### src/rtl/nano_dbg_spi_slave.sv
`timescale 1ns/1ps
`default_nettype none
// ============================================================================
// Module   : nano_dbg_spi_slave
// Purpose  : Oversampled SPI (mode 0) debug slave. Decodes command/address/
//            data frames into NanoController IMEM/DMEM write and read strobes
//            and controls the core reset request.
// Revision : 1.0 - initial release
// ============================================================================
module nano_dbg_spi_slave #(
  parameter int NANO_I_W_C     = 4,
  parameter int NANO_I_ADR_W_C = 9,
  parameter int NANO_D_W_C     = 9,
  parameter int NANO_D_ADR_W_C = 4
) (
  input  logic                      i_nano_clk,
  input  logic                      i_nano_rst_n,
  input  logic                      i_dbg_spi_en_n,
  input  logic                      i_dbg_spi_sclk,
  input  logic                      i_dbg_spi_mosi,
  output logic                      o_dbg_spi_miso,
  output logic [NANO_I_ADR_W_C-1:0] o_imem_addr,
  output logic [NANO_I_W_C-1:0]     o_imem_wdata,
  output logic                      o_imem_we,
  output logic                      o_imem_re,
  input  logic [NANO_I_W_C-1:0]     i_imem_rdata,
  output logic [NANO_D_ADR_W_C-1:0] o_dmem_addr,
  output logic [NANO_D_W_C-1:0]     o_dmem_wdata,
  output logic                      o_dmem_we,
  output logic                      o_dmem_re,
  input  logic [NANO_D_W_C-1:0]     i_dmem_rdata,
  output logic                      o_core_rst_n
);

  // Shared address register covers the wider of the two memories; the
  // narrower one simply uses its low bits, so increments wrap correctly.
  localparam int c_ADR_W  = (NANO_I_ADR_W_C > NANO_D_ADR_W_C) ? NANO_I_ADR_W_C : NANO_D_ADR_W_C;
  localparam int c_W_MAX  = (NANO_I_W_C > NANO_D_W_C) ? NANO_I_W_C : NANO_D_W_C;
  localparam int c_SR_W0  = (c_W_MAX > c_ADR_W) ? c_W_MAX : c_ADR_W;
  // Receive shift register only keeps the bits that are ever consumed.
  localparam int c_SR_W   = (c_SR_W0 > 8) ? c_SR_W0 : 8;

  localparam logic [c_ADR_W-1:0] c_ADR_ONE = 1;

  localparam logic [2:0] c_ST_IDLE   = 3'd0;
  localparam logic [2:0] c_ST_CMD    = 3'd1;
  localparam logic [2:0] c_ST_ADDR   = 3'd2;
  localparam logic [2:0] c_ST_DATA   = 3'd3;
  localparam logic [2:0] c_ST_IGNORE = 3'd4;

  localparam logic [7:0] c_CMD_IWR  = 8'h01;
  localparam logic [7:0] c_CMD_IRD  = 8'h02;
  localparam logic [7:0] c_CMD_DWR  = 8'h03;
  localparam logic [7:0] c_CMD_DRD  = 8'h04;
  localparam logic [7:0] c_CMD_RSTA = 8'h05;
  localparam logic [7:0] c_CMD_RSTR = 8'h06;

  logic                r_en_s1, r_en_s2;
  logic                r_sclk_s1, r_sclk_s2, r_sclk_d;
  logic                r_mosi_s1, r_mosi_s2;
  logic [2:0]          r_state, w_next;
  logic [3:0]          r_cnt;
  logic [3:0]          w_last_idx;
  logic [c_SR_W-1:0]   r_shift, w_shift_next;
  logic [c_ADR_W-1:0]  r_addr;
  logic [15:0]         r_tx, w_rdata_ext;
  logic                r_bit_last, r_re, r_rd_cap;
  logic                r_is_imem, r_is_read, r_core_rst_n;
  logic                w_active, w_rise, w_fall, w_in_frame, w_sample;
  logic                w_last_bit, w_word_done, w_we;

  assign w_active     = ~r_en_s2;
  assign w_rise       = w_active &  r_sclk_s2 & ~r_sclk_d;
  assign w_fall       = w_active & ~r_sclk_s2 &  r_sclk_d;
  assign w_in_frame   = (r_state == c_ST_CMD) | (r_state == c_ST_ADDR) | (r_state == c_ST_DATA);
  assign w_sample     = w_rise & w_in_frame;
  assign w_last_idx   = (r_state == c_ST_CMD) ? 4'd7 : 4'd15;
  assign w_last_bit   = w_sample & (r_cnt == w_last_idx);
  assign w_word_done  = r_bit_last & w_active;
  assign w_shift_next = {r_shift[c_SR_W-2:0], r_mosi_s2};
  assign w_rdata_ext  = r_is_imem ? 16'(i_imem_rdata) : 16'(i_dmem_rdata);

  assign o_imem_addr  = r_addr[NANO_I_ADR_W_C-1:0];
  assign o_dmem_addr  = r_addr[NANO_D_ADR_W_C-1:0];
  assign o_imem_wdata = r_shift[NANO_I_W_C-1:0];
  assign o_dmem_wdata = r_shift[NANO_D_W_C-1:0];
  assign o_core_rst_n = r_core_rst_n;

  // Two-flop synchronisers for the SPI pins plus the SCLK edge-detect delay
  always_ff @(posedge i_nano_clk or negedge i_nano_rst_n) begin
    if (!i_nano_rst_n) begin
      r_en_s1   <= 1'b1;
      r_en_s2   <= 1'b1;
      r_sclk_s1 <= 1'b0;
      r_sclk_s2 <= 1'b0;
      r_sclk_d  <= 1'b0;
      r_mosi_s1 <= 1'b0;
      r_mosi_s2 <= 1'b0;
    end else begin
      r_en_s1   <= i_dbg_spi_en_n;
      r_en_s2   <= r_en_s1;
      r_sclk_s1 <= i_dbg_spi_sclk;
      r_sclk_s2 <= r_sclk_s1;
      r_sclk_d  <= r_sclk_s2;
      r_mosi_s1 <= i_dbg_spi_mosi;
      r_mosi_s2 <= r_mosi_s1;
    end
  end

  // Frame state register
  always_ff @(posedge i_nano_clk or negedge i_nano_rst_n) begin
    if (!i_nano_rst_n) begin
      r_state <= c_ST_IDLE;
    end else begin
      r_state <= w_next;
    end
  end

  // Next-state: chip-select release always wins, words advance on completion
  always_comb begin
    w_next = r_state;
    if (!w_active) begin
      w_next = c_ST_IDLE;
    end else begin
      case (r_state)
        c_ST_IDLE: w_next = c_ST_CMD;
        c_ST_CMD: begin
          if (r_bit_last) begin
            case (r_shift[7:0])
              c_CMD_IWR, c_CMD_IRD, c_CMD_DWR, c_CMD_DRD: w_next = c_ST_ADDR;
              default:                                    w_next = c_ST_IGNORE;
            endcase
          end
        end
        c_ST_ADDR:   if (r_bit_last) w_next = c_ST_DATA;
        c_ST_DATA:   w_next = c_ST_DATA;
        c_ST_IGNORE: w_next = c_ST_IGNORE;
        default:     w_next = c_ST_IDLE;
      endcase
    end
  end

  // Output decode: memory strobes and MISO, never IMEM and DMEM together
  always_comb begin
    w_we           = (r_state == c_ST_DATA) & w_word_done & ~r_is_read;
    o_imem_we      = w_we &  r_is_imem;
    o_dmem_we      = w_we & ~r_is_imem;
    o_imem_re      = r_re &  r_is_imem;
    o_dmem_re      = r_re & ~r_is_imem;
    o_dbg_spi_miso = (r_state == c_ST_DATA) & r_is_read & r_tx[15];
  end

  // Datapath: bit counting, shifting, address, read pipeline and core reset
  always_ff @(posedge i_nano_clk or negedge i_nano_rst_n) begin
    if (!i_nano_rst_n) begin
      r_cnt        <= 4'd0;
      r_shift      <= '0;
      r_addr       <= '0;
      r_tx         <= 16'd0;
      r_bit_last   <= 1'b0;
      r_re         <= 1'b0;
      r_rd_cap     <= 1'b0;
      r_is_imem    <= 1'b0;
      r_is_read    <= 1'b0;
      r_core_rst_n <= 1'b0;
    end else begin
      r_bit_last <= w_last_bit;
      r_re       <= 1'b0;
      r_rd_cap   <= r_re;

      if (w_next != r_state) begin
        r_cnt <= 4'd0;
      end else if (w_sample) begin
        r_cnt <= r_cnt + 4'd1;
      end

      if (w_sample) begin
        r_shift <= w_shift_next;
      end

      // Address is taken straight from the last sampled bit so the first
      // read strobe can fire in the very next cycle.
      if (w_last_bit && (r_state == c_ST_ADDR)) begin
        r_addr <= w_shift_next[c_ADR_W-1:0];
        r_re   <= r_is_read;
      end

      if ((r_state == c_ST_CMD) && w_word_done) begin
        r_is_imem <= (r_shift[7:0] == c_CMD_IWR) | (r_shift[7:0] == c_CMD_IRD);
        r_is_read <= (r_shift[7:0] == c_CMD_IRD) | (r_shift[7:0] == c_CMD_DRD);
        if (r_shift[7:0] == c_CMD_RSTA) r_core_rst_n <= 1'b0;
        if (r_shift[7:0] == c_CMD_RSTR) r_core_rst_n <= 1'b1;
      end

      // Write strobe is issued this cycle at the old address; a read
      // strobe follows one cycle later at the new address.
      if ((r_state == c_ST_DATA) && w_word_done) begin
        r_addr <= r_addr + c_ADR_ONE;
        r_re   <= r_is_read;
      end

      // Counter zero marks the preloaded MSB, which must not be shifted away
      if (r_rd_cap) begin
        r_tx <= w_rdata_ext;
      end else if (w_fall && (r_state == c_ST_DATA) && r_is_read && (r_cnt != 4'd0)) begin
        r_tx <= {r_tx[14:0], 1'b0};
      end
    end
  end

endmodule
`default_nettype wire

### config.mk
export PLATFORM = sky130hd
export DESIGN_NAME = nano_dbg_spi_slave
export DESIGN_NICKNAME = d
export VERILOG_FILES = /design/src/rtl/nano_dbg_spi_slave.sv
export SDC_FILE = /design/constraint.sdc
export NUM_CORES = 1
export LEC_CHECK = 0
export ABC_AREA = 1
export ABC_CLOCK_PERIOD_IN_PS = 3820
export CORE_MARGIN = 2
export CORE_UTILIZATION = 50
export CTS_BUF_LIST = sky130_fd_sc_hd__clkbuf_8 sky130_fd_sc_hd__clkbuf_16
export CTS_CLUSTER_DIAMETER = 30
export DETAILED_ROUTE_END_ITERATION = 7
export GPL_TIMING_DRIVEN = 0
export PLACE_DENSITY = 0.85
export SLEW_MARGIN = 10
export SYNTH_ARGS = -nofsm -noshare
export SYNTH_HDL_FRONTEND = slang
export SYNTH_SLANG_ARGS = --single-unit
### constraint.sdc
create_clock -name i_nano_clk -period 3.82 [get_ports i_nano_clk]
set_clock_uncertainty 0.2 [all_clocks]
set_input_delay 0.764 -clock i_nano_clk [delete_from_list [all_inputs] [get_ports i_nano_clk]]
set_output_delay 0.764 -clock i_nano_clk [all_outputs]
set_load 0.005 [all_outputs]
==> summary.txt, run 1 <==
Pwr
  • Internal power component: 0.8068 mW
  • Leakage: 1.680 nW
  • Peak supply drop: 0.0001974 V
  • Combinational share of power: 15.3%
  • Reg power frac: 55.6%
  • P_sw: between 0.2 and 0.3 mW
  • Power Density: 310.1 nW/µm²
  • Switching share of power: 26.62%
  • Clock network power share: 29.1%

STA
  • Hold Vio Cnt, Final: 0
  • WHS: 0.1555 ns
  • Slew headroom: about 60%
  • FMAX: ~310 MHz
  • Final setup viols: 0
  • Slew @ Worst Pin: 0.5719 ns
  • Post-route minimum period: 3.226 ns
  • Tcrit/Tclk final: 84.45%
  • RSZ-0062 raised after global routing: false
  • Fin Setup TNS: 0 ns
  • Slew Viols, Final: 0

Run
  • Maxcap violations: 0

Clocking
  • Clock sinks: between 50 and 60
  • Worst-Skew Late Latency: 0.32 ns
  • H-tree depth: 2
  • CTS tree: done
  • CTS root buf: clkbuf_8
  • Quantity of gates resized following cts: 0
  • Clk buf depth: 2
  • Worst-path clk slew: 0.11 ns
  • Total CTS buffers: 5
  • Post-CTS Setup Inserts: 0
  • Post-CTS Hold Buffers: 0

Synth
  • Netlist cell types: 34
  • Syn Inst Count: 352
  • Sequential area share after synthesis: between 40% and 50%
  • Avg Inst Size Synth: 8.126 µm²
  • Mapped cell area: 2860 µm²
  • Register bit total from synthesis: 54
  • Net Count, Synth: 373
  • Yosys Warn Count: 0

Global route
  • Antenna violations before repair: 0
  • Vias in the first global route: about 2300
  • First-pass GRT wire length: 10240 µm
  • GRT overflow: 0
  • GRT Util Overall: 20.39%
  • Largest net degree at the start of global routing: 38

Setup path
  • Critical path peak fanout: 10
  • Worst path slowest cell: clkdlybuf4s50_1
  • Req. time, crit path: 2.86 ns
  • Startpoint Class: flop
  • Crit. End Element: primary output
  • Delay-heaviest family, CP: buffers and inverters
  • Crit path largest cell delay: 0.53 ns
  • Reg2Reg Depth: 7
  • R2r setup slk: 2.09 ns
  • Crit-path cells: nand2_2, clkinv_2, nand4_1, buf_2, buf_2, nor3_1, clkdlybuf4s50_1
  • Most frequent CP cell: buf_2
  • Kind of critical path: reg2out
  • Crit Reg-Reg Endpoint: o_imem_addr[5]
  • Worst r2r src: r_state[0]
  • Arrival @ worst endpoint: 2.26 ns
  • Buf+Inv Stages, Crit Path: 4

Placed design
  • Post-DP HPWL: 4445 µm
  • IO buf count: a little under 50
  • Gp weighted congestion: 0.8228

Floorplanning
  • CORE AREA: 5507 µm²
  • Die Span Y: 79.64 µm
  • Die Wd: 79.64 µm
  • Row count: 27
  • Initial Util: 51.94%
  • DIE AREA: 6342 µm²
  • I/O pin total: 50

Status
  • Outcome: completed

Worst hold path
  • Hold crit path type: reg2reg
  • Cells on Worst Hold Path: 0
  • Hold_sp: r_mosi_s1
  • Hold endpoint: r_mosi_s2

Finish
  • Area delta synth->final: 23.97%
  • ANT cells: 0
  • Reg area: 1354 µm²
  • Share of post-route cells with drive strength above 1: a little over an eighth
  • Area occupied by multi-input gates: ~1200 µm²
  • Fillcell total: 469
  • Layout Nets: 430

Route
  • DR vias/cell: 5.272
  • 1st-iter DRT viols: 94
  • Drt first pass iters: 4
  • WL/cell: 12.22 µm
  • WL final: roughly 5900 µm
  • Total number of vias: between 2000 and 3000
  • ANT nets after route: 0
  • DRC viols: 0
[state kept, by name (all words and copies together), names as in the netlist, 3 cells and up]
| register | flops |
|---|---|
| r_tx | 16 |
| r_cnt | 4 |
| o_imem_addr | 9 |
| r_state | 3 |
| o_dmem_wdata | 9 |
[cells by family (layout without fill, tap and decap cells)]
family,after synthesis,after routing,share of synthesized area [%]
adders and majority gates,3,3,1.312
DFF,54,54,47.33
buffers and inverters,65,123,11.15
and+or+nand+nor,179,179,30.31
AOI/OAI and AO/OA,51,51,9.886
[synth_stat cells, drive strengths merged]
master	count	share of area, %
nor2	21	3.2
nand4	6	2.1
buf	16	4.7
nand3	45	9.3
o21ai	38	7.2
nor3	10	1.7
a21oi	6	1.0
or2	2	0.44
o21bai	3	0.79
clkbuf	5	0.66
nand3b	1	0.26
clkinv	1	0.17
o22ai	4	0.87
nand2	92	13
dfstp	2	1.8
dfrtp	52	45
inv	43	5.6
and3	1	0.22
nor3b	1	0.26
ha	3	1.3
[how the worst max path moves through the flow]
stage	from	to	depth (start not counted)
finish	r_state[0]	o_imem_we	7
floorplan	r_state[0]	o_dmem_we	6
global route	r_state[0]	o_dmem_we	7
detailed placement	r_state[0]	o_imem_we	7
global placement	i_nano_rst_n	r_tx[4]	1
CTS	r_state[0]	o_imem_we	7
[area by class of cell]
class / instances / share of cell area, %
buffer: 21 / 4.305
multi-input combinational: 233 / 33.49
clock inverter: 3 / 0.5999
sequential: 54 / 38.18
tap: 72 / 2.541
inverter: 44 / 4.693
timing repair buffer: 50 / 14.26
clock buffer: 5 / 1.941
[through the flow]
step                      util, %  std cells  setup WS, ns  total power [mW]  cell area, µm²
after floorplan                 -        352         1.699            0.6926            2860
after global placement      62.49        473        0.1959            0.7814            3441
after detailed placement    62.76        474        0.9806            0.7909            3456
after CTS                   64.39        482        0.6067             1.108            3546
after global routing        64.39        482        0.4895             1.148            3546
final                       64.39        482        0.5940             1.099            3546
[worst register-to-register path: cells and delay by family, from the launching register on]
family        cells  cell delay [ns]
simple gates      4             0.45
flops             1             0.47
buf+inv           3             0.56
[layout by cell type (no fill, tap or decap), types with 2 or more instances in the layout]
master	Yosys	final
nand2_1	87	87
a21oi_1	6	6
clkbuf_1	5	5
o22ai_1	4	4
o21ai_0	30	30
clkinv_2	1	2
ha_1	3	3
nand2_4	2	2
o21ai_2	4	4
dfrtp_1	52	52
nand2_2	3	3
nand4_1	4	4
nor2_2	2	2
or2_2	2	2
clkbuf_8	0	5
inv_1	42	42
o21bai_1	3	3
nor3_1	10	10
o21ai_1	4	4
nand3_1	37	37
buf_2	4	5
clkdlybuf4s50_1	0	48
buf_4	9	9
nand3_2	8	8
nor2_1	18	18
dfstp_2	2	2
buf_12	1	2
[power groups by stage]
stage,registers [mW],logic (mW),clock network (mW)
after floorplan,0.619,0.0736,0
after detailed placement,0.623,0.168,0
after global routing,0.614,0.185,0.348
after CTS,0.612,0.170,0.326
after global placement,0.622,0.159,0
final,0.612,0.168,0.320
[routing by layer]
metal | global-route usage [%] | vias up | part of all wire (%)
li1 | - | 1240 | -
met1 | 27.23 | 1226 | 45
met2 | 33.78 | 62 | 49
met3 | 3.054 | 13 | 4.0
met4 | 7.241 | 0 | 2.0
met5 | 0 | - | 0
Note: power is estimated with default switching activity, not from simulation.
==> run 2, diff against run 1 <==
--- a/config.mk
+++ b/config.mk
@@ -6,7 +6,7 @@
 export NUM_CORES = 1
 export LEC_CHECK = 0
 export ABC_AREA = 1
-export ABC_CLOCK_PERIOD_IN_PS = 3820
+export ABC_CLOCK_PERIOD_IN_PS = 3000
 export CORE_MARGIN = 2
 export CORE_UTILIZATION = 50
 export CTS_BUF_LIST = sky130_fd_sc_hd__clkbuf_8 sky130_fd_sc_hd__clkbuf_16
==> constraint.sdc (replaced) <==
create_clock -name i_nano_clk -period 3 [get_ports i_nano_clk]
set_clock_uncertainty 0.2 [all_clocks]
set_input_delay 0.6 -clock i_nano_clk [delete_from_list [all_inputs] [get_ports i_nano_clk]]
set_output_delay 0.6 -clock i_nano_clk [all_outputs]
set_load 0.005 [all_outputs]
==> run 2 against run 1 <==
Against the previous run:
- cell count increased by 0.62%
- first-iteration DRC count rose by 15%
- via count decreased by 0.28%
- largest power group unchanged
- non-clock buffer count rose by 3
==> summary.txt, run 2 (same netlist as run 1, synthesis figures left out) <==
Status
  • Outcome: completed

Setup path
  • Reg2Reg Depth: 8 (+1)
  • Kind of critical path: reg2out
  • Delay-heaviest family, CP: buffers and inverters
  • R2r setup slk: 1.26 ns (-0.83 ns)
  • Worst path slowest cell: clkdlybuf4s50_1
  • Crit path largest cell delay: 0.53 ns (about the same)
  • Crit. End Element: primary output
  • Req. time, crit path: 2.20 ns (-0.66 ns)
  • Startpoint Class: flop
  • Worst r2r src: r_cnt[0]
  • Crit Reg-Reg Endpoint: r_tx[10]
  • Critical path peak fanout: 10 (unchanged)
  • Arrival @ worst endpoint: 2.09 ns (-0.17 ns)
  • Buf+Inv Stages, Crit Path: 4 (unchanged)
  • Worst path depth: 6 (-1)
  • Crit-path cells: inv_2, nand4_1, buf_4, buf_2, nor3_1, clkdlybuf4s50_1

Worst hold path
  • Hold crit path type: in2async

Route
  • 1st-iter DRT viols: 108 (+15%)
  • ANT nets after route: 0 (unchanged)
  • WL final: 5959 µm (+1.2%)
  • DR vias/cell: 5.225 (-0.89%)
  • Drt first pass iters: 4 (unchanged)
  • Total number of vias: 2534 (-0.28%)
  • WL/cell: 12.29 µm (+0.53%)
  • DRC viols: 0 (unchanged)

Placed design
  • Dpl ws: 0.3246 ns (-0.6560 ns)
  • Dpl cells: 474 (unchanged)
  • Post-DP HPWL: 4445 µm (unchanged)
  • IO buf count: 49 (unchanged)
  • Placement Cell Area: 3456 µm² (unchanged)
  • Gp weighted congestion: 0.8228 (unchanged)

Clocking
  • CTS tree: done
  • Worst-path clk slew: 0.11 ns (about the same)
  • Worst-Skew Late Latency: 0.31 ns (about the same)
  • Clk buf depth: 2 (unchanged)
  • Total CTS buffers: 5 (unchanged)
  • Clock sinks: 54 (unchanged)
  • H-tree depth: 2 (unchanged)
  • CTS root buf: clkbuf_8

Finish
  • Final Cell Area: 3576 µm² (+0.85%)
  • Area delta synth->final: 25.02%
  • ANT cells: 0 (unchanged)
  • Reg with most FFs: r_tx
  • Commonest non-fill, non-tap cells in the layout: nand2_1, dfrtp_1, clkdlybuf4s50_1, inv_1, nand3_1
  • Most common cell after layout, fill and taps aside: nand2_1
  • Share of post-route cells with drive strength above 1: 14.29% (+1.1 points)
  • Reg area: 1356 µm² (+0.18%)
  • Area occupied by multi-input gates: 1187 µm² (unchanged)
  • Layout Cells excl Fill: 485 (+0.62%)
  • Layout Nets: 433 (+0.70%)
  • Max FFs per register: 16 (unchanged)
  • Fillcell total: 465 (-0.85%)

Global route
  • Antenna violations before repair: 0 (unchanged)
  • First-pass GRT wire length: 10240 µm (unchanged)
  • GRT Util Overall: 20.39% (unchanged)
  • GRT overflow: 0 (unchanged)
  • Largest net degree at the start of global routing: 38 (unchanged)
  • Vias in the first global route: 2268 (unchanged)

STA
  • Final setup viols: 0 (unchanged)
  • Post-route minimum period: 2.894 ns
  • Tcrit/Tclk final: ~96%
  • RSZ-0062 raised after global routing: false
  • FMAX: 345.6 MHz
  • Slew headroom: 60.46% (-1.0 points)
  • Setup ws final: 0.1063 ns (-0.4878 ns)
  • Slew Viols, Final: 0 (unchanged)
  • Hold Vio Cnt, Final: 0 (unchanged)
  • Slew @ Worst Pin: 0.5869 ns (+0.01502 ns)

Floorplanning
  • DIE AREA: 6342 µm² (unchanged)
  • Initial Util: 51.94% (unchanged)
  • CORE AREA: 5507 µm² (unchanged)
  • Die Wd: 79.64 µm (unchanged)
  • I/O pin total: 50 (unchanged)
  • Die Span Y: 79.64 µm (unchanged)
  • Row count: 27 (unchanged)

Pwr
  • Peak supply drop: 0.0002513 V (+27%)
  • Leakage: 1.711 nW (+1.9%)
  • Power Density: 391.5 nW/µm² (+26%)
  • Overall power: 1.400 mW (+27%)

Run
  • Maxcap violations: 0 (unchanged)
==> run 2: stage by stage <==
stage / setup TNS, ns / utilization [%] / hold WS [ns]
floorplan: 0 / - / 0.1044
global placement: -23.74 / 62.49 / 0.1351
detailed placement: 0 / 62.76 / 0.1347
CTS: 0 / 64.42 / 0.01407
global route: 0 / 64.94 / 0.02543
finish: 0 / 64.94 / 0.005071
==> run 2: layout make-up <==
cell class,instances,share of cell area [%]
multi-input cells,233,33.21
well taps,72,2.519
repair buffers,53,14.84
clock buffers,5,1.924
inverters,44,4.654
plain buffers,21,4.339
flip-flops and latches,54,37.93
clock inverters,3,0.5948
==> run 2: routing by layer <==
layer / track usage, % / vias to the layer above / share of wire (%)
met5: 0 / - / 0
met4: 7.241 / 0 / 1.9
met3: 3.054 / 12 / 3.2
met2: 33.78 / 42 / 51
met1: 27.23 / 1233 / 44
li1: - / 1247 / -
==> run 2: worst max-delay path by stage <==
stage	startpoint	to	slack (ns)
final	r_state[2]	o_imem_we	0.11
after global placement	i_nano_rst_n	r_tx[4]	-0.46
after CTS	r_state[2]	o_imem_we	0.003
after global routing	r_state[2]	o_imem_we	0.01
after floorplan	r_state[0]	o_dmem_we	1.04
after detailed placement	r_state[0]	o_imem_we	0.32
==> run 2: worst reg2reg max path, delay by kind of cell, from the launching register on <==
family,cells,cell delay [ns]
buffers and inverters,2,0.24
flip-flops,1,0.42
adder cells (fa/ha/maj),1,0.20
AND/OR/NAND/NOR,5,0.63
==> run 2: what timing repair did <==
| action | CTS | global route |
|---|---|---|
| pin swaps | 0 | 1 |
| setup endpoints to repair | 2 | 2 |
| hold buffers | 0 | 0 |
| resized for setup | 1 | 4 |
| setup buffers | 0 | 3 |
==> run 2: power by group <==
group / internal, mW / switching [mW] / total (mW)
Clock: 0.165 / 0.242 / 0.406
Sequential: 0.751 / 0.0275 / 0.779
Combinational: 0.113 / 0.102 / 0.215
Total: 1.03 / 0.372 / 1.40
